**src/rtl/procb_state_ctrl_pkg.sv**
```systemverilog
// ============================================================================
// procb_state_ctrl_pkg : saved-state field layout, pad phases, FSM states
// Rev 1.0
// ============================================================================
`default_nettype none

package procb_state_ctrl_pkg;

   localparam int PROCB_BT_W       = 16;
   localparam int PROCB_REM_W      = 7;
   localparam int PROCB_PAD_W      = 2;
   localparam int PROCB_PAD_LSB    = 0;
   localparam int PROCB_REM_LSB    = PROCB_PAD_LSB + PROCB_PAD_W;
   localparam int PROCB_BT_LSB     = PROCB_REM_LSB + PROCB_REM_W;
   localparam int PROCB_SAVE_WIDTH = PROCB_BT_LSB + PROCB_BT_W;

   localparam logic [PROCB_PAD_W-1:0] PAD_NONE     = 2'd0;
   localparam logic [PROCB_PAD_W-1:0] PAD_80_DONE  = 2'd1;
   localparam logic [PROCB_PAD_W-1:0] PAD_LEN_PEND = 2'd2;

   localparam logic [PROCB_REM_W-1:0] MAX_BLOCK_BYTES = 7'd64;

   // Field order matches the packed save word {bytes_total, rec_rem, pad}
   typedef struct packed {
      logic [PROCB_BT_W-1:0]  bytes_total;
      logic [PROCB_REM_W-1:0] rec_rem;
      logic [PROCB_PAD_W-1:0] pad;
   } saved_state_t;

   typedef enum logic [2:0] {
      ST_IDLE = 3'd0,
      ST_RD   = 3'd1,
      ST_WT   = 3'd2,
      ST_HOLD = 3'd3,
      ST_WR   = 3'd4
   } state_t;

   function automatic int thread_w(input int n);
      return (n > 1) ? $clog2(n) : 1;
   endfunction

endpackage

`default_nettype wire

```
**src/rtl/procb_state_ctrl_if.sv**
```systemverilog
// ============================================================================
// procb_state_ctrl_if : start / state-present / update handshake bundle
// Rev 1.0
// ============================================================================
`default_nettype none

interface procb_state_ctrl_if #(
   parameter int THREAD_W = 2
);
   logic                start;
   logic                start_new;
   logic [THREAD_W-1:0] start_thread;
   logic                start_rdy;
   logic                st_valid;
   logic [THREAD_W-1:0] st_thread;
   logic [15:0]         st_bytes_total;
   logic [6:0]          st_rec_rem;
   logic [1:0]          st_pad;
   logic                upd_en;
   logic [6:0]          upd_bytes;
   logic [6:0]          upd_rec_rem;
   logic [1:0]          upd_pad;
   logic                upd_last;
   logic                err;

   modport master (
      output start, start_new, start_thread,
      output upd_en, upd_bytes, upd_rec_rem, upd_pad, upd_last,
      input  start_rdy, st_valid, st_thread, st_bytes_total, st_rec_rem, st_pad, err
   );

   modport slave (
      input  start, start_new, start_thread,
      input  upd_en, upd_bytes, upd_rec_rem, upd_pad, upd_last,
      output start_rdy, st_valid, st_thread, st_bytes_total, st_rec_rem, st_pad, err
   );
endinterface

`default_nettype wire

```
**src/rtl/procb_state_ctrl_saved_state.sv**
```systemverilog
// ============================================================================
// procb_saved_state : per-thread state RAM, registered read, no reset on array
// Rev 1.0
// ============================================================================
`default_nettype none

module procb_saved_state #(
   parameter int DEPTH  = 4,
   parameter int WIDTH  = 25,
   parameter int ADDR_W = 2
) (
   input  logic              clk,
   input  logic              rd_en,
   input  logic [ADDR_W-1:0] rd_addr,
   output logic [WIDTH-1:0]  dout,
   input  logic              wr_en,
   input  logic [ADDR_W-1:0] wr_addr,
   input  logic [WIDTH-1:0]  din
);

   logic [WIDTH-1:0] mem [DEPTH];

   always_ff @(posedge clk) begin
      if (wr_en) begin
         mem[wr_addr] <= din;
      end
      if (rd_en) begin
         dout <= mem[rd_addr];
      end
   end

endmodule

`default_nettype wire

```
**src/rtl/procb_state_ctrl.sv**
```systemverilog
// ============================================================================
// procb_state_ctrl : per-thread fetch / present / write-back sequencer for the
// procb saved state. Optional checker: define PROCB_STATE_CHECK_EN.
// Rev 1.0
// ============================================================================
`default_nettype none

module procb_state_ctrl
   import procb_state_ctrl_pkg::*;
#(
   parameter int N_THREADS = 4
) (
   input  logic                clk,
   input  logic                rst_n,
   procb_state_ctrl_if.slave   bus
);

   localparam int THREAD_W = thread_w(N_THREADS);

   state_t                 state;
   logic [THREAD_W-1:0]    thr;
   logic                   new_comp;
   logic [N_THREADS-1:0]   valid;
   logic                   rdy;
   logic                   st_valid;
   saved_state_t           st;
   saved_state_t           wr_data;
   logic                   wr_last;

   saved_state_t           dout;
   saved_state_t           upd_state;
   logic [PROCB_BT_W-1:0]  bt_next;
   logic                   rd_en;
   logic                   wr_en;

   assign rd_en = (state == ST_RD);
   assign wr_en = (state == ST_WR);

   procb_saved_state #(
      .DEPTH  (N_THREADS),
      .WIDTH  (PROCB_SAVE_WIDTH),
      .ADDR_W (THREAD_W)
   ) u_saved_state (
      .clk     (clk),
      .rd_en   (rd_en),
      .rd_addr (thr),
      .dout    (dout),
      .wr_en   (wr_en),
      .wr_addr (thr),
      .din     (wr_data)
   );

`ifdef PROCB_STATE_CHECK_EN
   logic bt_carry;
   logic err_hit;
   logic err_reg;

   assign {bt_carry, bt_next} = {1'b0, st.bytes_total} + {10'd0, bus.upd_bytes};

   always_comb begin
      err_hit = 1'b0;
      if (state == ST_HOLD && bus.upd_en) begin
         if (bt_carry || bus.upd_bytes > MAX_BLOCK_BYTES ||
             bus.upd_rec_rem > MAX_BLOCK_BYTES || bus.upd_pad == 2'd3) begin
            err_hit = 1'b1;
         end
      end
      if (state != ST_HOLD && bus.upd_en) begin
         err_hit = 1'b1;
      end
      if (state == ST_IDLE && bus.start && !bus.start_new && !valid[bus.start_thread]) begin
         err_hit = 1'b1;
      end
   end

   always_ff @(posedge clk or negedge rst_n) begin
      if (!rst_n) begin
         err_reg <= 1'b0;
      end else if (err_hit) begin
         err_reg <= 1'b1;
      end
   end

   assign bus.err = err_reg;
`else
   assign bt_next = st.bytes_total + {9'd0, bus.upd_bytes};
   assign bus.err = 1'b0;
`endif

   assign upd_state = {bt_next, bus.upd_rec_rem, bus.upd_pad};

   always_ff @(posedge clk or negedge rst_n) begin
      if (!rst_n) begin
         state    <= ST_IDLE;
         thr      <= '0;
         new_comp <= 1'b0;
         valid    <= '0;
         rdy      <= 1'b1;
         st_valid <= 1'b0;
         st       <= '0;
         wr_data  <= '0;
         wr_last  <= 1'b0;
      end else begin
         case (state)
            ST_IDLE: begin
               if (bus.start) begin
                  thr      <= bus.start_thread;
                  new_comp <= bus.start_new;
                  rdy      <= 1'b0;
                  state    <= ST_RD;
               end
            end
            ST_RD: begin
               state <= ST_WT;
            end
            ST_WT: begin
               // A fresh computation or a never-written slot must not expose stale RAM
               st       <= (new_comp || !valid[thr]) ? '0 : dout;
               st_valid <= 1'b1;
               state    <= ST_HOLD;
            end
            ST_HOLD: begin
               if (bus.upd_en) begin
                  st_valid <= 1'b0;
                  wr_last  <= bus.upd_last;
                  wr_data  <= bus.upd_last ? '0 : upd_state;
                  state    <= ST_WR;
               end
            end
            ST_WR: begin
               valid[thr] <= !wr_last;
               rdy        <= 1'b1;
               state      <= ST_IDLE;
            end
            default: begin
               state <= ST_IDLE;
            end
         endcase
      end
   end

   assign bus.start_rdy      = rdy;
   assign bus.st_valid       = st_valid;
   assign bus.st_thread      = thr;
   assign bus.st_bytes_total = st.bytes_total;
   assign bus.st_rec_rem     = st.rec_rem;
   assign bus.st_pad         = st.pad;

endmodule

`default_nettype wire

```
**src/flat_wrapper.sv**
```systemverilog
// flat-port wrapper written by rule: the top's interface ports become plain ports
module procb_state_ctrl_flat import procb_state_ctrl_pkg::*;
#(
   parameter int N_THREADS = 4
)
  (clk, rst_n, bus_start, bus_start_new, bus_start_thread, bus_upd_en, bus_upd_bytes, bus_upd_rec_rem, bus_upd_pad, bus_upd_last, bus_start_rdy, bus_st_valid, bus_st_thread, bus_st_bytes_total, bus_st_rec_rem, bus_st_pad, bus_err);
  procb_state_ctrl_if #(.THREAD_W((2))) bus_i ();
  input  logic clk;
  input  logic rst_n;
  input wire logic [$bits(bus_i.start)-1:0] bus_start;
  input wire logic [$bits(bus_i.start_new)-1:0] bus_start_new;
  input wire logic [$bits(bus_i.start_thread)-1:0] bus_start_thread;
  input wire logic [$bits(bus_i.upd_en)-1:0] bus_upd_en;
  input wire logic [$bits(bus_i.upd_bytes)-1:0] bus_upd_bytes;
  input wire logic [$bits(bus_i.upd_rec_rem)-1:0] bus_upd_rec_rem;
  input wire logic [$bits(bus_i.upd_pad)-1:0] bus_upd_pad;
  input wire logic [$bits(bus_i.upd_last)-1:0] bus_upd_last;
  output wire logic [$bits(bus_i.start_rdy)-1:0] bus_start_rdy;
  output wire logic [$bits(bus_i.st_valid)-1:0] bus_st_valid;
  output wire logic [$bits(bus_i.st_thread)-1:0] bus_st_thread;
  output wire logic [$bits(bus_i.st_bytes_total)-1:0] bus_st_bytes_total;
  output wire logic [$bits(bus_i.st_rec_rem)-1:0] bus_st_rec_rem;
  output wire logic [$bits(bus_i.st_pad)-1:0] bus_st_pad;
  output wire logic [$bits(bus_i.err)-1:0] bus_err;
  assign bus_i.start = bus_start;
  assign bus_i.start_new = bus_start_new;
  assign bus_i.start_thread = bus_start_thread;
  assign bus_i.upd_en = bus_upd_en;
  assign bus_i.upd_bytes = bus_upd_bytes;
  assign bus_i.upd_rec_rem = bus_upd_rec_rem;
  assign bus_i.upd_pad = bus_upd_pad;
  assign bus_i.upd_last = bus_upd_last;
  assign bus_start_rdy = bus_i.start_rdy;
  assign bus_st_valid = bus_i.st_valid;
  assign bus_st_thread = bus_i.st_thread;
  assign bus_st_bytes_total = bus_i.st_bytes_total;
  assign bus_st_rec_rem = bus_i.st_rec_rem;
  assign bus_st_pad = bus_i.st_pad;
  assign bus_err = bus_i.err;
  procb_state_ctrl #(.N_THREADS(N_THREADS)) u_core (.clk(clk), .rst_n(rst_n), .bus(bus_i));
endmodule
```
**config.mk**
```make
export PLATFORM = sky130hd
export DESIGN_NAME = procb_state_ctrl_flat
export DESIGN_NICKNAME = d
export VERILOG_FILES = /design/src/rtl/procb_state_ctrl_pkg.sv /design/src/rtl/procb_state_ctrl_if.sv /design/src/rtl/procb_state_ctrl_saved_state.sv /design/src/rtl/procb_state_ctrl.sv /design/src/flat_wrapper.sv
export SDC_FILE = /design/constraint.sdc
export NUM_CORES = 1
export LEC_CHECK = 0
export ABC_AREA = 1
export CAP_MARGIN = 20
export CORE_MARGIN = 5
export CORE_UTILIZATION = 63
export CTS_BUF_LIST = sky130_fd_sc_hd__clkbuf_16
export CTS_CLUSTER_SIZE = 16
export DETAILED_ROUTE_END_ITERATION = 10
export HOLD_SLACK_MARGIN = 0.12
export PLACE_DENSITY = 0.85
export SLEW_MARGIN = 40
export SYNTH_ARGS = -nofsm -noshare
export SYNTH_HDL_FRONTEND = slang
export SYNTH_SLANG_ARGS = --single-unit
```
**constraint.sdc**
```tcl
create_clock -name clk -period 8.5 [get_ports clk]
set_input_delay 1.7 -clock clk [delete_from_list [all_inputs] [get_ports clk]]
set_output_delay 1.7 -clock clk [all_outputs]
set_load 0.05 [all_outputs]
```
# Word-level counts from Yosys, hierarchy flattened
# Memory sizes are Yosys's and may differ from the RTL's. A register that Yosys moved wholly into a read port is not among the register bits.
# Cells that the tools add are included.
# totals
regBits	63
ramBits	100
in_bits	24
out_inout_bits	30
elab_cells	51
memories	1
# mem_list
memory	depth	width	read_ports	rd_ports_with_merged_regs	wr	line_no	rtl
u_core.u_saved_state.mem	4	25	1	1	1	procb_state_ctrl_saved_state.sv:21	logic [WIDTH-1:0] mem [DEPTH];
# op_classes
n_addsub	1
n_lt_le_gt_ge	2
n_eq_ne	6
muxes	16
reduce_logical	12
# op_table
operator	count
$mux 25	2
$add 16x7->16	1
$pmux 3 s4	1
$reduce_and 2->1	5
$eq 3x2->1 const B	2
$mux 1	6
$mux 3	2
$bwmux 4	1
$ne 2x2->1 const B	2
$pmux 1 s2	2
$reduce_bool 2->1	2
$eq 3x1->1 const B	1
$eq 3x3->1 const B	1
$logic_not 3->1	1
$lt 2x3->1 const B	1
$bmux 1 s2	1
$demux 1 s2	1
$ge 2x1->1 const B	1
$logic_not 1->1	2
$logic_and 1x1->1	1
$logic_or 1x1->1	1

# Logic depth before layout (Yosys ltp)
# Gate-level depths: netlist of run 1.
# depth
depth_word	5
mapped_depth	12

# Modules after synthesis
# From an unflattened synthesis of run 1, not the netlist that was laid out.
# unflattened
cells_unflattened	816
hier_area_um2	8211.6
# by_module_without_submodules
mod	n_inst	cells_per_inst	area_each_um2
procb_saved_state	1	425	5018.6
procb_state_ctrl	1	391	3193.1

# Worst setup path after synthesis of run 1
# OpenSTA, ideal clock, no wires.
# synth_timing
path_type	flip-flop to flip-flop
from	register u_core.thr[0] (netlist: u_core.bus.st_thread[0])
to	memory u_core.u_saved_state.mem[1][0] (enable)
setup_time_ps	443
arrival_time_ps	2811
t_required_ps	8057
slack_ps	5246
path_stages_with_launch	3
n_path_buf	0
path_cell_list	dfrtp_1 inv_2 nor3_1
# synth_lines
item	line_no	rtl
start, declared	procb_state_ctrl.sv:21	logic [THREAD_W-1:0] thr;
start signal, assigned	procb_state_ctrl.sv:107	thr <= bus.start_thread;
end, declared	procb_state_ctrl_saved_state.sv:21	
# No word-level cell before the write port.

# Final worst setup path of run 1
# layout_timing
from	register u_core.thr[1] (netlist: u_core.bus.st_thread[1])
to	output port bus_st_thread[1]
# layout_lines
item	line_no	rtl
end, declared	flat_wrapper.sv:20	output wire logic [$bits(bus_i.st_thread)-1:0] bus_st_thread;
# No word-level cell between the ends.

==> results.py, run 1 <==
metrics = {
    "cells_and_area": {
        "num_antenna_cells": 0,
        "fin_util_pct": 76.00,
        "fill_cells": 664,
        "stdcell_area_um2": 8790,
        "fin_nets": 688,
        "final_cells": 812,
        "layout-drive-gt1-share_pct": 11.81,
        "area_delta_synth_final_pct": 17.12,
    },
    "clock_network": {
        "ctsHoldBuffers": 0,
        "clkSlewWorstSetupHoldPaths_ns": 0.07,
        "cts_buffers": 17,
        "clock_insertion_delay_worst_skew_ns": 0.43,
        "cts_tree": "done",
        "cts_setup_buffers": 0,
        "htreeDepth": 4,
        "clock_path_buffers": 2,
        "cts.sinks": 188,
        "cts_root_buffer": "clkbuf_16",
        "cts_resized": 0,
    },
    "critical_path": {
        "path_cells": "clkdlybuf4s50_1",
        "crit_type": "flip-flop to primary output",
        "crit_fanout": 7,
        "cp-start-kind": "flip-flop",
        "rr_worst_depth": 5,
        "worstPathArrival_ns": 1.91,
        "cp_top_family": "buffers and inverters",
        "path_buf_inv": 1,
        "required_ns": 6.80,
        "cpPeakStageDelay_ns": 0.89,
        "cp-end-kind": "primary output",
        "crit_cells": 1,
        "slowest_stage": "clkdlybuf4s50_1",
    },
    "route": {
        "vias": 5181,
        "routed_wl_um": 17860,
        "drc_errors": 0,
        "ant_nets": 0,
        "firstDrtPassIters": 6,
        "wl_per_cell_um": 21.99,
        "drt_iter0_drc": 710,
        "vias_per_cell": 6.381,
    },
    "yosys": {
        "synth_compound_area_share_pct": 10.37,
        "syn_nets": 628,
        "synth_top_family_by_area": "simple AND/OR/NAND/NOR gates",
        "avgSynthCellArea_um2": 12.59,
        "ys_seq_elements": 188,
        "syn_inst": 596,
        "syn_area_um2": 7505,
        "ys_seq_area_share_pct": 71.04,
        "ys_types": 33,
        "yosysWarningCount": 0,
        "synth-simple-area-share_pct": 13.09,
        "synthAdderAreaFrac_pct": 1.434,
        "muxShareOfSynthArea_pct": 0.1334,
        "synth_xor_area_share_pct": 0,
    },
    "global_route": {
        "grt_pass1_vias": 5266,
        "antenna_found_initial": 0,
        "grt_max_degree": 64,
        "grt_pass1_wl_um": 28550,
        "grtUsageTotal_pct": 26.46,
        "grt-ovfl-total": 0,
    },
    "job": {
        "cap_violations": 0,
    },
    "timing": {
        "holdWs_ns": 0.4745,
        "rsz0062_at_grt": "no",
        "hold_viol": 0,
        "slew_headroom_pct": 46.09,
        "worst_pin_slew_ns": 0.8067,
        "finClkSkew_ns": 0.01176,
        "final_max_slew_viol_count": 0,
        "fin_setup_tns_ns": 0,
        "fin_crit_ns": 3.607,
        "max_freq_ghz": 0.2772,
        "fin_crit_sh_pct": 42.44,
        "finalSetupViolCount": 0,
    },
    "placement": {
        "post_dp_cell_area_um2": 8225,
        "dp_cells": 780,
        "port-buffer-count": 52,
        "hpwl_um": 10330,
        "gp_congestion": 0.8683,
    },
    "floorplan": {
        "core_um2": 11560,
        "num_rows": 39,
        "die_area_um2": 14200,
        "fp.dieW_um": 119.1,
        "initial_utilization_pct": 64.89,
        "die_h_um": 119.1,
        "io_pins": 54,
    },
    "power_and_ir_drop": {
        "ir_drop_uv": 167.4,
        "pwr_density_cell_nw_per_um2": 385.7,
        "p_leak_uw": 0.003483,
    },
    "run_status": {
        "run_status": "complete, no violations",
    },
    "min_path": {
        "hold_depth": 2,
        "hold_path.class": "flip-flop to flip-flop",
    },
}
[cells in the mapped netlist, drive strengths merged]
library cell | n | area (µm²)
buf | 17 | 115.1
nor3 | 6 | 30.03
inv | 44 | 165.2
a21boi | 1 | 7.510
o22ai | 9 | 112.6
mux2i | 1 | 10.01
nand2 | 166 | 625.6
fa | 1 | 20.02
a21oi | 8 | 40.04
nor2 | 24 | 133.9
ha | 7 | 87.58
nand3b | 1 | 7.510
dfrtp | 62 | 1551
nand4 | 4 | 25.02
dfstp | 1 | 26.28
a22oi | 42 | 315.3
o21bai | 1 | 18.77
nand3 | 32 | 160.2
a22o | 10 | 87.58
conb | 1 | 3.750
o21a | 2 | 15.01
o21ai | 28 | 181.4
clkbuf | 3 | 11.26
edfxtp | 125 | 3754
[worst paths after layout]
path                            slack [ns]                              end               startpoint
worst max-delay path                  4.89                 bus_st_thread[1]  u_core.bus.st_thread[1]
worst min-delay path                  0.47             u_core.bus.start_rdy     u_core.bus.start_rdy
worst max register to register        6.00  u_core.u_saved_state.mem[2][23]  u_core.bus.st_thread[1]
worst min register to register        0.47             u_core.bus.start_rdy     u_core.bus.start_rdy
max in group asynchronous             6.68    u_core.bus.st_bytes_total[11]                    rst_n
min in group asynchronous             1.32                u_core.wr_data[4]                    rst_n
[where the power goes]
group	total, µW	switching [µW]	internal, µW	leakage [µW]
registers	1460	189	1270	0.00199
logic	1170	801	371	0.00121
clock network	759	350	409	0.000282
[worst register-to-register path, cell delays in order, from the launching register on]
cell and delay [ns]:
dfrtp_1 0.59, inv_2 0.10, nor2_4 0.63, inv_1 0.19, nor2_4 0.41, buf_8 0.26
[flip-flops by register name, summed over array words and instances, names as in the netlist]
name,flops
u_core.new_comp,1
u_core.bus.st_bytes_total,16
u_core.state,3
u_core.wr_last,1
u_core.u_saved_state.mem,100
u_core.valid,4
u_core.bus.st_rec_rem,7
u_core.bus.st_pad,2
u_core.bus.st_thread,2
u_core.wr_data,25
u_core.bus.start_rdy,1
u_core.bus.st_valid,1
u_core.u_saved_state.dout,25
[stage by stage]
step / total power (µW) / setup slack [ns]
detailed placement: 2594 / 4.798
floorplan: 2192 / 5.246
global placement: 2511 / 4.806
CTS: 3376 / 4.881
finish: 3390 / 4.893
global route: 3534 / 4.853
[logic make-up (layout without fill, tap and decap cells)]
kind of cell	count (synthesis)	in the layout
buffers and inverters	64	137
and+or+nand+nor	233	233
adders and majority gates	8	8
other	1	1
muxes	1	1
DFF	188	188
AOI/OAI and AO/OA	101	101
[placed cells by master, fill, tap and decap left out, types with 8 or more instances in the layout]
cell             Yosys  routed
inv_1               38      40
a22o_1              10      10
dfrtp_1             62      62
nor2_1              18      16
nand2_1            165     165
clkbuf_16            0      17
edfxtp_1           125     125
o22ai_2              9       9
nand3_1             32      32
o21ai_2             11      11
clkdlybuf4s50_1      0      51
a22oi_1             42      42
o21ai_0             11      11
a21oi_1              8       8
[cell type report]
class	count	area, µm²	share of cell area (%)
Sequential cell	188	5331	60.65
Multi-Input combinational cell	344	1912	21.75
Timing Repair Buffer	61	641.9	7.302
Clock buffer	17	425.4	4.840
Tap cell	143	178.9	2.036
Inverter	44	165.2	1.879
Clock inverter	15	135.1	1.537
[metal layers]
metal | global-route usage [%] | up-vias | routed length, µm
met1 | 33.97 | 2509 | 6428
met4 | 14.12 | 0 | 729
met2 | 41.68 | 372 | 8656
met3 | 6.967 | 80 | 2041
li1 | - | 2220 | -
met5 | 0 | - | 0
Power figures use the tool's default switching activity.
==> run 2: changes to the inputs <==
--- a/config.mk
+++ b/config.mk
@@ -8,12 +8,12 @@
 export ABC_AREA = 1
 export CAP_MARGIN = 20
 export CORE_MARGIN = 5
-export CORE_UTILIZATION = 63
+export CORE_UTILIZATION = 58
 export CTS_BUF_LIST = sky130_fd_sc_hd__clkbuf_16
 export CTS_CLUSTER_SIZE = 16
 export DETAILED_ROUTE_END_ITERATION = 10
 export HOLD_SLACK_MARGIN = 0.12
-export PLACE_DENSITY = 0.85
+export PLACE_DENSITY = 0.79
 export SLEW_MARGIN = 40
 export SYNTH_ARGS = -nofsm -noshare
 export SYNTH_HDL_FRONTEND = slang
==> constraint.sdc (replaced) <==
create_clock -name clk -period 3.6 [get_ports clk]
set_input_delay 0.72 -clock clk [delete_from_list [all_inputs] [get_ports clk]]
set_output_delay 0.72 -clock clk [all_outputs]
set_load 0.05 [all_outputs]
==> run 2 against run 1 <==
- setup slack lost 3.9 ns
- critical path depth is the same
- non-clock buffer count is 1 higher
- clock skew down 0.0040 ns
- sequential power rose by 140%
- via count is 7.2% lower
- sequential cell count is the same
- cell area decreased by 0.34%
- total power rose by 130%
- critical path type unchanged
- largest cell class unchanged
==> results.py, run 2 (same netlist as run 1, synthesis figures left out) <==
metrics = {
    "global_route": {
        "antenna_found_initial": 0,
        "grt_max_degree": 42,
        "grtUsageTotal_pct": 22.60,
        "grt_pass1_vias": 4859,
        "grt_pass1_wl_um": 25270,
        "grt-ovfl-total": 0,
    },
    "cells_and_area": {
        "layout-drive-gt1-share_pct": 11.96,
        "layout_commonest_cell": "nand2_1",
        "fin_nets": 689,
        "multi_input_area_um2": 1902,
        "ff_latch_area_um2": 5331,
        "num_antenna_cells": 0,
        "reg.largest.list": "u_core.u_saved_state.mem x100, u_core.u_saved_state.dout x25, u_core.wr_data x25",
        "most-common-layout-cells": "nand2_1, edfxtp_1, dfrtp_1",
        "fill_cells": 891,
        "area_delta_synth_final_pct": 16.72,
        "largest_register_ffs": 100,
        "stdcell_area_um2": 8760,
        "regMostFlops": "u_core.u_saved_state.mem",
    },
    "critical_path": {
        "slowest_stage": "clkdlybuf4s50_1",
        "r2r-start": "u_core.bus.st_thread[1]",
        "worstPathArrival_ns": 1.92,
        "path_cells": "clkdlybuf4s50_1",
        "r2r-end": "u_core.bus.st_bytes_total[0]",
        "path_buf_inv": 1,
        "r2r_slack_ns": 1.35,
        "cpPeakStageDelay_ns": 0.89,
        "crit_type": "flip-flop to primary output",
        "cp_top_family": "buffers and inverters",
        "rr_worst_depth": 8,
        "cp-start-kind": "flip-flop",
        "cp-end-kind": "primary output",
        "required_ns": 2.88,
        "crit_fanout": 7,
    },
    "route": {
        "routed_wl_um": 16010,
        "vias_per_cell": 5.719,
        "drc_errors": 0,
        "firstDrtPassIters": 5,
        "drt_iter0_drc": 589,
        "vias": 4810,
        "wl_per_cell_um": 19.03,
        "ant_nets": 0,
    },
    "clock_network": {
        "clock_path_buffers": 2,
        "htreeDepth": 4,
        "ctsHoldBuffers": 0,
        "cts_setup_buffers": 0,
        "cts_buffers": 17,
        "cts_resized": 0,
        "cts_root_buffer": "clkbuf_16",
        "clock_insertion_delay_worst_skew_ns": 0.42,
        "cts_tree": "done",
        "clkSlewWorstSetupHoldPaths_ns": 0.06,
        "cts.sinks": 188,
    },
    "job": {
        "cap_violations": 0,
    },
    "floorplan": {
        "die_area_um2": 15310,
        "num_rows": 41,
        "core_um2": 12670,
        "initial_utilization_pct": 59.23,
        "io_pins": 54,
        "fp.dieW_um": 123.8,
        "die_h_um": 123.8,
    },
    "timing": {
        "hold_viol": 0,
        "fin_crit_ns": 2.637,
        "rsz0062_at_grt": "no",
        "worst_pin_slew_ns": 0.6480,
        "fin_crit_sh_pct": 73.26,
        "finalSetupViolCount": 0,
        "fin_setup_tns_ns": 0,
        "max_freq_ghz": 0.3792,
        "final_max_slew_viol_count": 0,
        "slew_headroom_pct": 56.80,
        "finClkSkew_ns": 0.007780,
    },
    "placement": {
        "port-buffer-count": 52,
        "post_dp_cell_area_um2": 8212,
        "gp_congestion": 0.8534,
        "hpwl_um": 10300,
    },
    "run_status": {
        "run_status": "complete, no violations",
    },
    "power_and_ir_drop": {
        "p_leak_uw": 0.003453,
        "pwr_density_cell_nw_per_um2": 887.1,
        "p_total_uw": 7771,
        "ir_drop_uv": 505.6,
    },
    "min_path": {
        "hold_path.class": "input pin to asynchronous set/reset pin",
    },
}
## run 2: per-stage QoR
| step | std cells | setup slack (ns) | hold slack, ns | utilization, % |
|---|---|---|---|---|
| final | 841 | 0.9628 | 0.3129 | 69.13 |
| after floorplan | 596 | 0.3464 | 0.4244 | - |
| after global routing | 841 | 0.8994 | 0.3538 | 69.13 |
| after global placement | 809 | 0.9409 | 0.4504 | 64.69 |
| after detailed placement | 810 | 0.8977 | 0.4578 | 64.81 |
| after CTS | 841 | 0.9505 | 0.3162 | 69.13 |
## run 2: cell type report
class / instances / share of cell area (%)
clock buffers: 17 / 4.856
clock inverters: 14 / 1.400
inverters: 44 / 1.885
multi-input cells: 344 / 21.71
flip-flops and latches: 188 / 60.86
well taps: 172 / 2.457
repair buffers: 62 / 6.828
## run 2: metal layers
metal	up-vias	global-route usage, %	share of wire, %
met2	204	34.88	48
li1	2223	-	-
met3	23	6.903	9.2
met5	-	0	0
met1	2360	30.96	41
met4	0	7.612	1.7
## run 2: worst max-delay path by stage
stage	endpoint	slack, ns	cells past startpoint	start
2_1_floorplan	u_core.u_saved_state.mem[1][0]	0.35	2	u_core.bus.st_thread[0]
3_3_place_gp	u_core.wr_data[15]	0.94	9	bus_upd_en
3_5_place_dp	u_core.wr_data[11]	0.90	7	bus_upd_en
4_1_cts	bus_st_thread[1]	0.95	1	u_core.bus.st_thread[1]
5_1_grt	bus_st_thread[1]	0.90	1	u_core.bus.st_thread[1]
6_report	bus_st_thread[1]	0.96	1	u_core.bus.st_thread[1]
## run 2: power breakdown
part           leakage [µW]  internal (µW)  switching, µW  total (µW)
Sequential          0.00199           3000            444        3450
Combinational       0.00120            838           1770        2600
Clock              0.000265            949            774        1720
## run 2: worst register-to-register path, stage by stage (launching register included)
cell and delay [ns]:
dfrtp_1 0.61, inv_2 0.10, nor2_4 0.31, buf_4 0.32, nand2_1 0.09, o21ai_1 0.15, o21bai_4 0.21, buf_8 0.23
o21ai_0 0.15
